## config.mk

```make
export PLATFORM = sky130hd
export DESIGN_NAME = aes_dec_ctrl_flat
export DESIGN_NICKNAME = d
export VERILOG_FILES = /design/src/rtl/aes_pkg.sv /design/src/rtl/aes_dec_ctrl_if.sv /design/src/rtl/inv_mixcol.sv /design/src/rtl/aes_dec_ctrl.sv /design/src/flat_wrapper.sv
export SDC_FILE = /design/constraint.sdc
export NUM_CORES = 1
export LEC_CHECK = 0
export ABC_AREA = 1
export BUFFER_PORTS_ARGS = -buffer_cell sky130_fd_sc_hd__buf_2
export CAP_MARGIN = 20
export CORE_AREA = 2 2 250 252
export CTS_BUF_LIST = sky130_fd_sc_hd__clkbuf_8
export DETAILED_ROUTE_END_ITERATION = 12
export DIE_AREA = 0 0 252 254
export PLACE_DENSITY_LB_ADDON = 0.12
export SKIP_LAST_GASP = 1
export SYNTH_ARGS = -nofsm -noshare
export SYNTH_HDL_FRONTEND = slang
export SYNTH_HIERARCHICAL = 1
export SYNTH_SLANG_ARGS = --single-unit
```

## constraint.sdc

```tcl
create_clock -name clk -period 5.2 [get_ports clk]
set_clock_uncertainty 0.05 [all_clocks]
set_input_delay 0.52 -clock clk [delete_from_list [all_inputs] [get_ports clk]]
set_output_delay 0.52 -clock clk [all_outputs]
set_load 0.01 [all_outputs]
```

## src/rtl/aes_pkg.sv

```systemverilog
// aes_pkg: shared AES constants, decryptor FSM states and the InvShiftRows byte permutation
package aes_pkg;
   localparam int AES_BLK_W = 128;
   localparam int RK_IDX_W  = 4;
   typedef enum logic [1:0] {IDLE, ROUND, FINAL, DONE} dec_state_e;
   // byte index 4c+r sits at [127-8*(4c+r) -: 8]; row r rotates right by r columns
   function automatic logic [AES_BLK_W-1:0] inv_shift_rows(input logic [AES_BLK_W-1:0] s);
      logic [AES_BLK_W-1:0] o;
      o = '0;
      for (int c = 0; c < 4; c++)
         for (int r = 0; r < 4; r++)
            o[AES_BLK_W-1-8*(4*c+r) -: 8] = s[AES_BLK_W-1-8*(4*((c-r+4)%4)+r) -: 8];
      return o;
   endfunction
endpackage

```

## src/rtl/aes_dec_ctrl_if.sv

```systemverilog
// aes_dec_ctrl_if: ciphertext in / plaintext out handshakes plus key-store and InvSubBytes side buses
//   slave  : the round controller (drives in_ready, out_*, busy, rk_idx, sb_in)
//   master : the surroundings (drive in_valid/in_data, out_ready, rk, sb_out)
interface aes_dec_ctrl_if;
   import aes_pkg::*;
   logic                 in_valid;
   logic                 in_ready;
   logic [AES_BLK_W-1:0] in_data;
   logic                 out_valid;
   logic                 out_ready;
   logic [AES_BLK_W-1:0] out_data;
   logic                 busy;
   logic [RK_IDX_W-1:0]  rk_idx;
   logic [AES_BLK_W-1:0] rk;
   logic [AES_BLK_W-1:0] sb_in;
   logic [AES_BLK_W-1:0] sb_out;
   modport slave  (input  in_valid, in_data, out_ready, rk, sb_out,
                   output in_ready, out_valid, out_data, busy, rk_idx, sb_in);
   modport master (output in_valid, in_data, out_ready, rk, sb_out,
                   input  in_ready, out_valid, out_data, busy, rk_idx, sb_in);
endinterface

```

## src/rtl/inv_mixcol.sv

```systemverilog
// inv_mixcol: AES InvMixColumns over all four columns of a 128-bit state
//   data_i : state in, byte 4c+r = row r of column c
//   data_o : InvMixColumns(data_i)
module inv_mixcol
   import aes_pkg::*;
(
   input  logic [AES_BLK_W-1:0] data_i,
   output logic [AES_BLK_W-1:0] data_o
);
   function automatic logic [7:0] xt(input logic [7:0] b);
      return {b[6:0], 1'b0} ^ (b[7] ? 8'h1b : 8'h00);
   endfunction
   // GF(2^8) multiply by a 4-bit constant built from x, x^2, x^3 terms
   function automatic logic [7:0] mul(input logic [7:0] b, input logic [3:0] m);
      logic [7:0] b2, b4, b8;
      b2 = xt(b);
      b4 = xt(b2);
      b8 = xt(b4);
      return (m[3] ? b8 : 8'h00) ^ (m[2] ? b4 : 8'h00) ^ (m[1] ? b2 : 8'h00) ^ (m[0] ? b : 8'h00);
   endfunction
   always_comb begin
      data_o = '0;
      for (int c = 0; c < 4; c++)
         for (int r = 0; r < 4; r++)
            data_o[AES_BLK_W-1-8*(4*c+r) -: 8] =
               mul(data_i[AES_BLK_W-1-8*(4*c+r) -: 8], 4'd14) ^
               mul(data_i[AES_BLK_W-1-8*(4*c+(r+1)%4) -: 8], 4'd11) ^
               mul(data_i[AES_BLK_W-1-8*(4*c+(r+2)%4) -: 8], 4'd13) ^
               mul(data_i[AES_BLK_W-1-8*(4*c+(r+3)%4) -: 8], 4'd9);
   end
endmodule

```

## src/rtl/aes_dec_ctrl.sv

```systemverilog
// aes_dec_ctrl: iterative AES inverse-cipher round controller, one round per clock
//   clk, rst_n : clock, synchronous active-low reset
//   bus        : slave side of aes_dec_ctrl_if (ciphertext in, plaintext out,
//                round-key index/key, shared InvSubBytes in/out, busy)
//   NR         : rounds, 10/12/14 for AES-128/192/256
module aes_dec_ctrl
   import aes_pkg::*;
#(
   parameter int NR = 10
) (
   input logic          clk,
   input logic          rst_n,
   aes_dec_ctrl_if.slave bus
);
   dec_state_e           fsm_q;
   logic [AES_BLK_W-1:0] state_q, state_d, ark, mix;
   logic [RK_IDX_W-1:0]  rnd_q;
   logic                 out_valid_q, busy_q;
   assign ark = bus.sb_out ^ bus.rk;
   inv_mixcol u_imc (.data_i(ark), .data_o(mix));
   assign state_d = fsm_q == IDLE  ? (bus.in_valid ? bus.in_data ^ bus.rk : state_q) :
                    fsm_q == ROUND ? mix :
                    fsm_q == FINAL ? ark : state_q;
   assign bus.sb_in     = inv_shift_rows(state_q);
   assign bus.rk_idx    = fsm_q == IDLE ? RK_IDX_W'(NR) : fsm_q == ROUND ? rnd_q : '0;
   assign bus.in_ready  = fsm_q == IDLE;
   assign bus.out_valid = out_valid_q;
   assign bus.out_data  = state_q;
   assign bus.busy      = busy_q;
   always_ff @(posedge clk) begin
      if (!rst_n) begin
         fsm_q       <= IDLE;
         state_q     <= '0;
         rnd_q       <= '0;
         out_valid_q <= 1'b0;
         busy_q      <= 1'b0;
      end else begin
         state_q <= state_d;
         case (fsm_q)
            IDLE: if (bus.in_valid) begin
               rnd_q  <= RK_IDX_W'(NR - 1);
               busy_q <= 1'b1;
               fsm_q  <= ROUND;
            end
            ROUND: begin
               rnd_q <= rnd_q - RK_IDX_W'(1);
               if (rnd_q == RK_IDX_W'(1)) fsm_q <= FINAL;
            end
            FINAL: begin
               busy_q      <= 1'b0;
               out_valid_q <= 1'b1;
               fsm_q       <= DONE;
            end
            DONE: if (bus.out_ready) begin
               out_valid_q <= 1'b0;
               fsm_q       <= IDLE;
            end
         endcase
      end
   end
endmodule

```

## src/flat_wrapper.sv

```systemverilog
// flat-port wrapper written by rule: the top's interface ports become plain ports
module aes_dec_ctrl_flat import aes_pkg::*;
#(
   parameter int NR = 10
)
  (clk, rst_n, bus_in_valid, bus_in_data, bus_out_ready, bus_rk, bus_sb_out, bus_in_ready, bus_out_valid, bus_out_data, bus_busy, bus_rk_idx, bus_sb_in);
  aes_dec_ctrl_if bus_i ();
  input logic clk;
  input logic rst_n;
  input wire logic [$bits(bus_i.in_valid)-1:0] bus_in_valid;
  input wire logic [$bits(bus_i.in_data)-1:0] bus_in_data;
  input wire logic [$bits(bus_i.out_ready)-1:0] bus_out_ready;
  input wire logic [$bits(bus_i.rk)-1:0] bus_rk;
  input wire logic [$bits(bus_i.sb_out)-1:0] bus_sb_out;
  output wire logic [$bits(bus_i.in_ready)-1:0] bus_in_ready;
  output wire logic [$bits(bus_i.out_valid)-1:0] bus_out_valid;
  output wire logic [$bits(bus_i.out_data)-1:0] bus_out_data;
  output wire logic [$bits(bus_i.busy)-1:0] bus_busy;
  output wire logic [$bits(bus_i.rk_idx)-1:0] bus_rk_idx;
  output wire logic [$bits(bus_i.sb_in)-1:0] bus_sb_in;
  assign bus_i.in_valid = bus_in_valid;
  assign bus_i.in_data = bus_in_data;
  assign bus_i.out_ready = bus_out_ready;
  assign bus_i.rk = bus_rk;
  assign bus_i.sb_out = bus_sb_out;
  assign bus_in_ready = bus_i.in_ready;
  assign bus_out_valid = bus_i.out_valid;
  assign bus_out_data = bus_i.out_data;
  assign bus_busy = bus_i.busy;
  assign bus_rk_idx = bus_i.rk_idx;
  assign bus_sb_in = bus_i.sb_in;
  aes_dec_ctrl #(.NR(NR)) u_core (.clk(clk), .rst_n(rst_n), .bus(bus_i));
endmodule
```

==> results_dict.tcl <==
set metrics [dict create \
    netlist_area_um2 26900 \
    fmax_ghz 0.313 \
    die_area_um2 64000 \
    pwr_density_cell_nw_per_um2 459 \
    crit_end "bus_rk_idx[1]" \
    grt.overflow.total 0 \
    min_path_type "in -> reg" \
    switching_share 0.583 \
    grt_usage 0.311 \
    synth_nets 5428 \
    num_rows 91 \
    cts_tree "yes" \
    worstSkewPairLatency_ps 560 \
    cts_setup_buffers 0 \
    post-route-drc-count 0 \
    rr_endpoint "u_core/bus.out_data[111]$_SDFFE_PN0P_" \
    wl_per_cell_um 16.7 \
    vias 31000 \
    firstDrtPassIters 6 \
    cts_hold_buf 0 \
    root_buffer "clkbuf_8" \
    final_layout_size_suffix_gt1_frac 0.161 \
    power_switching_w 0.00801 \
    drv_cap 0 \
    total_power_w 0.0138 \
    yosysSeqAreaShare 0.101 \
    seq_area_um2 2720 \
    syn_inst 5034 \
    cts_buffers 17 \
    cts_buffer_depth 2 \
    post-route-util 0.489 \
    die_h_um 254 \
    p_leak_nw 18.5 \
    syn_to_final_growth_pct 11.2 \
    antenna_found_initial 2 \
    status "finished, final reports clean" \
    drtAntennaViolNets 0 \
    fillCellCount 6912 \
    reg2reg_depth 8 \
    grt_pass1_vias 26900 \
    vias_per_cell 4.98 \
    r2r_slack_ps 2410 \
    syn_avg_cell_area_um2 5.35 \
    layout.nets 5817 \
    finalMaxSlewViolations 0 \
    end_kind "output pin" \
    ir_drop_mv 0.350 \
    dpl.cell_count 6193 \
    arrival_ps 2630 \
    gp_congestion 1.01 \
    start_util 0.440 \
    multi_input_area_um2 19900 \
    wl_um 104000 \
    finalSetupTns_ps 0 \
    clkTransAtPathRegs_ps 100 \
    startpoint "u_core/fsm_q[1]$_SDFFE_PN0P_" \
    final_cell_count_no_fill 6228 \
    p_seq_frac 0.157 \
    worstPathRequired_ps 4630 \
    setup_viol 0 \
    relSlewSlack 0.271 \
    cts_resized 0 \
    p_clk_frac 0.082 \
    place_area_um2 29500 \
    final_area_um2 30000 \
    io_pins 651 \
    drt_iter0_drc 2513 \
    synth_cell_type_count 39 \
    path_class "reg -> out" \
    hold_violations 0 \
    port_buffers 650 \
    r2r_start "u_core/fsm_q[0]$_SDFFE_PN0P_" \
    period_minus_slack_ps 3200 \
    tightest_slew_ps 1090 \
    intPower_w 0.00574 \
    ys_seq_elements 136 \
    ys_warn_count 6 \
    cp_max_fo 105 \
    cp-start-kind "flop" \
    grt_max_degree 144 \
    min_period_over_period 0.615 \
    cts_sinks 136 \
    worstPathCellList "inv_1 -> ha_2 -> buf_4 -> inv_6 -> o21ai_0 -> buf_2" \
    htree_levels 4 \
    grt_pass1_wl_um 155000 \
    fp.coreArea_um2 61300 \
    combPwrFrac 0.762 \
    critical-path-slowest-cell "buf_4" \
    worst_path_largest_cell_delay_ps 510 \
    hpwl_um 84100 \
    dieWidth_um 252 \
    rsz0062_at_grt "no" \
]
## routing by layer
metal | vias up | global-route usage | share of wire
met4 | 0 | 0.106 | 0.030
met1 | 13900 | 0.414 | 0.44
met3 | 131 | 0.0351 | 0.069
li1 | 15700 | - | -
met2 | 1206 | 0.521 | 0.46
met5 | - | 0 | 0
## critical path: cells and delay by family (launching register included)
kind | cells | cell delay, ps
buffers and inverters | 4 | 1240
AOI/OAI and AO/OA | 1 | 290
DFF | 1 | 340
adders and majority gates | 1 | 180
## per-stage QoR
| stage | hold WS [ps] | setup WS (ps) |
|---|---|---|
| global placement | 436 | 1710 |
| finish | 232 | 2000 |
| global route | 235 | 1760 |
| CTS | 178 | 1910 |
| detailed placement | 446 | 1720 |
| floorplan | 443 | 2880 |
## sequential cells by signal, indices dropped and copies added (netlist names)
| signal | count |
|---|---|
| u_core/bus.busy | 1 |
| u_core/rnd_q | 4 |
| u_core/fsm_q | 2 |
| u_core/bus.out_data | 128 |
| u_core/bus.out_valid | 1 |
## power groups by stage
stage / registers (W) / logic (W) / clock network [W]
2_1_floorplan: 0.00220 / 0.00764 / 0
3_3_place_gp: 0.00217 / 0.0103 / 0
3_5_place_dp: 0.00217 / 0.0103 / 0
4_1_cts: 0.00216 / 0.0104 / 0.00116
5_1_grt: 0.00221 / 0.0116 / 0.00118
6_report: 0.00216 / 0.0105 / 0.00112
## kinds of logic (layout without fill, tap and decap cells)
| logic type | Yosys count | count (layout) | share of synthesized area |
|---|---|---|---|
| simple gates | 3052 | 3052 | 0.460 |
| buf+inv | 934 | 1336 | 0.160 |
| xor+xnor | 677 | 677 | 0.232 |
| compound gates | 229 | 229 | 0.0433 |
| flops | 136 | 136 | 0.101 |
| fa+ha+maj | 6 | 6 | 0.00279 |
| other cells | 0 | 2 | 0 |
## final cells by class
type / instances / area share
diodes: 2 / 0.000167
well taps: 790 / 0.0330
flip-flops and latches: 136 / 0.0909
clock inverters: 13 / 0.00639
clock buffers: 19 / 0.00873
repair buffers: 677 / 0.116
inverters: 627 / 0.0792
multi-input cells: 3964 / 0.665
## synthesized netlist by cell type
cell type	instances	area, µm²
a211oi_1	1	7.51
a21oi_1	89	445
a21oi_4	1	16.3
a22oi_1	1	7.51
a31oi_1	1	6.26
buf_1	2	7.51
buf_2	87	435
buf_4	167	1250
buf_6	6	67.6
clkbuf_1	33	124
clkbuf_2	12	60.1
clkinv_1	4	15.0
clkinv_2	1	5.00
dfxtp_1	136	2720
ha_1	6	75.1
inv_1	571	2140
inv_2	46	173
inv_4	5	31.3
nand2_1	2028	7610
nand2_2	56	350
nand2_4	11	124
nand2b_1	1	6.26
nand3_1	441	2210
nand3_2	3	30.0
nand3b_1	18	135
nand4_1	16	100
nor2_1	463	1740
o21ai_0	134	671
o21ai_1	1	5.00
o22ai_1	1	6.26
or2_0	2	12.5
or2_1	9	56.3
or2_2	4	25.0
xnor2_1	254	2220
xnor2_2	4	65.1
xnor2_4	3	82.6
xor2_1	392	3430
xor2_2	19	309
xor2_4	5	138
## layout by cell type, fill, tap and decap left out, types with 4 or more instances in the layout
master     synthesis  layout
nand4_1           16      16
inv_4              5       5
or2_1              9       9
xor2_2            19      21
inv_6              0       5
inv_2             46      46
nor2_1           463     462
nand2_1         2028    2028
xor2_1           392     390
inv_1            571     571
buf_2             87     649
bufinv_16          0       4
clkbuf_8           0      19
xor2_4             5       5
nand3b_1          18      18
nand3_1          441     441
nand2_2           56      56
xnor2_2            4       4
ha_1               6       4
nand2_4           11      11
buf_4            167      26
o21ai_0          134     134
xnor2_1          254     254
or2_2              4       4
dfxtp_1          136     136
a21oi_1           89      89
## worst min-delay path by stage
stage                                      start                           endpoint  slack, ps  cells after the start
6_report                           bus_out_ready  u_core/bus.out_valid$_SDFFE_PN0P_        230                      4
5_1_grt                            bus_out_ready  u_core/bus.out_valid$_SDFFE_PN0P_        230                      4
4_1_cts                            bus_out_ready  u_core/bus.out_valid$_SDFFE_PN0P_        180                      4
3_5_place_dp   u_core/bus.out_valid$_SDFFE_PN0P_  u_core/bus.out_valid$_SDFFE_PN0P_        450                      2
3_3_place_gp   u_core/bus.out_valid$_SDFFE_PN0P_  u_core/bus.out_valid$_SDFFE_PN0P_        440                      2
2_1_floorplan       u_core/fsm_q[0]$_SDFFE_PN0P_       u_core/fsm_q[0]$_SDFFE_PN0P_        440                      2
Note: power is estimated with default switching activity, not from simulation.
